[src/rtl/cu_wb.sv]
// cu_wb: writeback-side consumer of the execute stage.
// Latches destination info when EX starts, waits for the ALU result, then
// commits one register-file write, a branch redirect or a trap. A hung EX is
// aborted after TIMEOUT_CYCLES waiting cycles.
// Optional feature: define CU_WB_FORWARD_EN to add the fwd_valid/fwd_rd/fwd_data
// forwarding outputs.
module cu_wb #(
  parameter int TIMEOUT_CYCLES = 8,
  parameter bit TRAP_ON_OVF    = 1'b0
) (
  input  logic        soc_clk,
  input  logic        WB_reset,
  input  logic        wb_start,
  input  logic [4:0]  rd_addr,
  input  logic        rd_write,
  input  logic        is_branch,
  input  logic [31:0] result_data,
  input  logic        result_ready,
  input  logic        overflow_flag,
  input  logic        zero_flag,
  input  logic        condition_met_flag,
  input  logic        error_flag,
  output logic        rf_wr_en,
  output logic [4:0]  rf_wr_addr,
  output logic [31:0] rf_wr_data,
  output logic        branch_taken,
  output logic        wb_zero,
  output logic        wb_trap,
  output logic [1:0]  trap_cause,
  output logic        wb_busy,
  output logic        wb_done
`ifdef CU_WB_FORWARD_EN
  ,
  output logic        fwd_valid,
  output logic [4:0]  fwd_rd,
  output logic [31:0] fwd_data
`endif
);

  localparam logic [1:0] S_IDLE   = 2'd0;
  localparam logic [1:0] S_WAIT   = 2'd1;
  localparam logic [1:0] S_COMMIT = 2'd2;
  localparam logic [1:0] S_DONE   = 2'd3;

  // Last timer value that is still allowed to wait; reaching it without a
  // result means EX is considered hung.
  localparam logic [7:0] TIMER_LAST = 8'(TIMEOUT_CYCLES - 1);

  localparam logic [1:0] CAUSE_NONE    = 2'b00;
  localparam logic [1:0] CAUSE_ERROR   = 2'b01;
  localparam logic [1:0] CAUSE_OVF     = 2'b10;
  localparam logic [1:0] CAUSE_TIMEOUT = 2'b11;

  logic [1:0]  state;
  logic [7:0]  timer;
  logic [4:0]  lat_rd;
  logic        lat_wr;
  logic        lat_br;
  logic [31:0] res_data;
  logic        res_ovf;
  logic        res_zero;
  logic        res_cond;
  logic        res_err;

  assign wb_busy = (state == S_WAIT) || (state == S_COMMIT);

  // Writeback sequencer: latch, wait, decide, then pulse the registered strobes
  // during the single DONE cycle.
  always_ff @(posedge soc_clk) begin
    if (WB_reset) begin
      state        <= S_IDLE;
      timer        <= '0;
      lat_rd       <= '0;
      lat_wr       <= 1'b0;
      lat_br       <= 1'b0;
      res_data     <= '0;
      res_ovf      <= 1'b0;
      res_zero     <= 1'b0;
      res_cond     <= 1'b0;
      res_err      <= 1'b0;
      rf_wr_en     <= 1'b0;
      rf_wr_addr   <= '0;
      rf_wr_data   <= '0;
      branch_taken <= 1'b0;
      wb_zero      <= 1'b0;
      wb_trap      <= 1'b0;
      trap_cause   <= CAUSE_NONE;
      wb_done      <= 1'b0;
`ifdef CU_WB_FORWARD_EN
      fwd_valid    <= 1'b0;
      fwd_rd       <= '0;
      fwd_data     <= '0;
`endif
    end else begin
      rf_wr_en     <= 1'b0;
      branch_taken <= 1'b0;
      wb_trap      <= 1'b0;
      wb_done      <= 1'b0;
      case (state)
        S_IDLE: begin
          if (wb_start) begin
            lat_rd <= rd_addr;
            lat_wr <= rd_write;
            lat_br <= is_branch;
            timer  <= '0;
            state  <= S_WAIT;
`ifdef CU_WB_FORWARD_EN
            fwd_valid <= 1'b0;
`endif
          end
        end
        S_WAIT: begin
          if (result_ready) begin
            res_data <= result_data;
            res_ovf  <= overflow_flag;
            res_zero <= zero_flag;
            res_cond <= condition_met_flag;
            res_err  <= error_flag;
            state    <= S_COMMIT;
          end else if (timer == TIMER_LAST) begin
            trap_cause <= CAUSE_TIMEOUT;
            wb_trap    <= 1'b1;
            wb_done    <= 1'b1;
            state      <= S_DONE;
`ifdef CU_WB_FORWARD_EN
            fwd_valid  <= 1'b0;
`endif
          end else begin
            timer <= timer + 8'd1;
          end
        end
        S_COMMIT: begin
          wb_done <= 1'b1;
          wb_zero <= res_zero;
          state   <= S_DONE;
          if (res_err) begin
            wb_trap    <= 1'b1;
            trap_cause <= CAUSE_ERROR;
`ifdef CU_WB_FORWARD_EN
            fwd_valid  <= 1'b0;
`endif
          end else if (res_ovf && TRAP_ON_OVF) begin
            wb_trap    <= 1'b1;
            trap_cause <= CAUSE_OVF;
`ifdef CU_WB_FORWARD_EN
            fwd_valid  <= 1'b0;
`endif
          end else begin
            trap_cause   <= CAUSE_NONE;
            branch_taken <= lat_br && res_cond;
            if (lat_wr && (lat_rd != 5'd0)) begin
              rf_wr_en   <= 1'b1;
              rf_wr_addr <= lat_rd;
              rf_wr_data <= res_data;
`ifdef CU_WB_FORWARD_EN
              fwd_valid  <= 1'b1;
              fwd_rd     <= lat_rd;
              fwd_data   <= res_data;
`endif
            end
          end
        end
        S_DONE: begin
          state <= S_IDLE;
        end
        default: begin
          state <= S_IDLE;
        end
      endcase
    end
  end

endmodule

[config.mk]
export PLATFORM = sky130hd
export DESIGN_NAME = cu_wb
export DESIGN_NICKNAME = d
export VERILOG_FILES = /design/src/rtl/cu_wb.sv
export SDC_FILE = /design/constraint.sdc
export NUM_CORES = 1
export LEC_CHECK = 0
export CAP_MARGIN = 15
export CORE_UTILIZATION = 48
export DETAILED_ROUTE_END_ITERATION = 7
export GPL_TIMING_DRIVEN = 0
export PLACE_DENSITY = 0.79
export SLEW_MARGIN = 40
export SYNTH_ARGS = -nofsm -noshare
export SYNTH_HDL_FRONTEND = slang
export SYNTH_SLANG_ARGS = --single-unit
[constraint.sdc]
create_clock -name soc_clk -period 2.7 [get_ports soc_clk]
set_clock_uncertainty 0.05 [all_clocks]
set_input_delay 0.675 -clock soc_clk [delete_from_list [all_inputs] [get_ports soc_clk]]
set_output_delay 0.675 -clock soc_clk [all_outputs]
set_load 0.005 [all_outputs]
==> qor.yml, run 1 <==
place:
  globalplace.congestion: 0.913
  port_buffers: 90
  dp.cells: 637
  dpl.hpwl_um: 6560
routing:
  routed_wl_um: 8840
  ant_nets: 0
  drtIter0Drc: 233
  dr.pass1.iters: 4
  drcViolationCount: 0
  wl_per_cell_um: 13.6
  vias: 3402
  vias_per_cell: 5.22
clocking:
  cts_tree: "built"
  postCtsResizedCells: 0
  htreeDepth: 3
  clk_pin_slew_ns: 0.10
  cts.sinks: 96
  cts_root_buf: "clkbuf_8"
  max-clock-path-buffers: 2
  cts-buffers-inserted: 9
  cts_setup_buffers: 0
  cts_hold_buffers: 0
  clkLatencyLatePin_ns: 0.36
final_layout:
  nNetsFinal: 600
  area_delta_synth_final_pct: 33.5
  seq_area_um2: 1920
  final_util_pct: 66.1
  fillers: 615
  multiInputGateArea_um2: 1520
  diodes: 0
  instances_no_fill: 652
  drive_above_1_share_pct: 4.34
synthesis:
  synth_edf_count: 0
  syn-num-nets: 499
  syn_area_per_cell_um2: 8.01
  yosysSeqAreaShare_pct: 53.5
  synth_area_leader_cell: "dfxtp_1"
  synth_area_um2: 3590
  ys_seq_elements: 96
  synth.most_common_cell: "nand2_1"
  ys_types: 35
  yosysWarnings: 0
  synth_cells: 448
  synthTopCellsByArea: "dfxtp_1 54%, nand2_1 17%, a21oi_1 11%, clkbuf_1 2.1%, nand3_1 2.1%"
  ys.flop_type: "dfxtp_1"
  async_reset_ff_share_pct: 0
  synth_top_area_share_pct: 53.5
  synth_commonest_cells: "159 x nand2_1, 96 x dfxtp_1, 82 x a21oi_1"
timing:
  relSlewSlack_pct: 57.0
  tns_ns: 0
  finalHoldViolations: 0
  period_share_pct: 87.3
  max_freq_ghz: 0.424
  setup_viol: 0
  worst_pin_slew_ns: 0.640
  hold_ws_ns: 0.405
  grt_setup_unrepaired: "no"
  fin_crit_ns: 2.36
  slew_viol_final: 0
critical_path:
  r2r-end: "rf_wr_data[13]"
  path_cells: "inv_1 -> ha_1 -> clkdlybuf4s50_1"
  timing.rr.start: "state[0]"
  cp.arrival_ns: 1.63
  critical_path_class: "flop to output port"
  end_kind: "output port"
  cp_slowest_stage_delay_ns: 0.50
  cp-start-kind: "flop"
  worstPathRequired_ns: 1.98
  r2r_setup_slack_ns: 0.40
  reg2reg_depth: 8
  worst-path-max-fanout: 4
  crit_slowest_cell: "clkdlybuf4s50_1"
global_route:
  grt.total_usage_pct: 23.8
  grt_max_degree: 17
  overflow: 0
  antenna_found_initial: 0
  grt_pass1_vias: 3090
  grt_pass1_wl_um: 14100
job:
  drv_cap: 0
floorplanning:
  io_pins: 92
  die_h_um: 88.5
  num_rows: 31
  die_w_um: 88.5
  initial_core_util_pct: 49.5
  die_area_um2: 7830
  coreArea_um2: 7250
power:
  worst_ir_drop_vdd_v: 0.000344
  leakagePower_uw: 0.00163
  p_per_area_nw_per_um2: 669
worst_hold_path:
  hold_end: "rf_wr_data[14]"
  min_path_cells: 2
  hold_path.class: "flop to flop"
  min_from: "res_data[14]"
status:
  status: "complete, no violations"
==> worst max path at each step <==
stage | cells after the start | slack, ns | end | from
after floorplan | 5 | 0.62 | timer[4] | result_ready
after global placement | 6 | 0.09 | timer[4] | result_ready
after detailed placement | 6 | 0.08 | timer[4] | result_ready
after CTS | 3 | 0.33 | wb_busy | state[0]
after global routing | 8 | 0.15 | rf_wr_data[12] | state[0]
final | 3 | 0.34 | wb_busy | state[0]
==> metal layers <==
metal  up-vias  GRT usage (%)  part of all wire [%]  routed length (µm)
li1       1702              -                     -                   -
met1      1540           29.6                    44                3870
met2       137           38.3                    47                4190
met3        23           6.16                   5.8                 512
met4         0           12.5                   3.0                 269
met5         -              0                     0                   0
==> power breakdown <==
group	switching, µW	total (µW)	internal [µW]
combinational	432	738	306
sequential	73.1	1610	1530
clock	501	863	361
total	1010	3210	2200
==> cells in the final DEF (no fill, tap or decap), drive strengths merged, types with 2 or more instances in the layout <==
| master | synthesis | layout |
|---|---|---|
| a221oi | 2 | 2 |
| a31oi | 3 | 3 |
| nor2 | 7 | 7 |
| or4 | 2 | 2 |
| a21oi | 82 | 82 |
| clkdlybuf4s50 | 0 | 90 |
| nand2b | 2 | 2 |
| buf | 8 | 8 |
| nor3 | 9 | 9 |
| nand2 | 159 | 159 |
| clkinv | 0 | 2 |
| or3 | 5 | 5 |
| dfxtp | 96 | 96 |
| inv | 6 | 7 |
| clkinvlp | 0 | 2 |
| ha | 4 | 4 |
| o21ai | 6 | 6 |
| nand3 | 15 | 15 |
| mux2i | 4 | 4 |
| clkbuf | 20 | 30 |
| a21boi | 2 | 2 |
| nor2b | 3 | 3 |
| a22o | 3 | 3 |
==> critical path: cells and delay by family (launching register included) <==
family,cells,cell delay [ns]
buf+inv,2,0.60
fa+ha+maj,1,0.30
flops,1,0.38
==> state kept, by name, indices dropped and copies added, names as in the netlist, 2 cells and up <==
register    count
lat_rd          5
res_data       32
rf_wr_addr      5
rf_wr_data     32
state           2
timer           8
trap_cause      2
==> layout make-up <==
| cell class | count | area share [%] |
|---|---|---|
| Tap cell | 99 | 2.58 |
| Sequential cell | 96 | 40.1 |
| Inverter | 6 | 0.470 |
| Clock inverter | 5 | 0.861 |
| Timing Repair Buffer | 90 | 18.8 |
| Multi-Input combinational cell | 318 | 31.7 |
| Clock buffer | 10 | 2.87 |
| Buffer | 28 | 2.64 |
==> cell families (layout without fill, tap and decap cells) <==
logic type | Yosys count | count (layout) | share of synthesized area (%)
AND/OR/NAND/NOR | 207 | 207 | 24.2
AO/OA/AOI/OAI | 103 | 103 | 15.6
flip-flops | 96 | 96 | 53.5
buffers and inverters | 34 | 139 | 4.15
adder cells (fa/ha/maj) | 4 | 4 | 1.39
multiplexers | 4 | 4 | 1.12
==> stage by stage <==
step / power [µW] / cell area (µm²) / worst slack [ns]
6_report: 3210 / 4790 / 0.343
3_3_place_gp: 2340 / 4610 / 0.0908
5_1_grt: 3390 / 4790 / 0.147
3_5_place_dp: 2370 / 4610 / 0.0811
4_1_cts: 3220 / 4790 / 0.326
2_1_floorplan: 2110 / 3590 / 0.624
(Power assumes the default switching activity.)
==> run 2, diff against run 1 <==
--- a/config.mk
+++ b/config.mk
@@ -8,6 +8,7 @@
 export CAP_MARGIN = 15
 export CORE_UTILIZATION = 48
 export DETAILED_ROUTE_END_ITERATION = 7
+export GPL_ROUTABILITY_DRIVEN = 0
 export GPL_TIMING_DRIVEN = 0
 export PLACE_DENSITY = 0.79
 export SLEW_MARGIN = 40
==> results of run 2 <==
No change in the layout: final DEF, timing and power equal those of run 1.
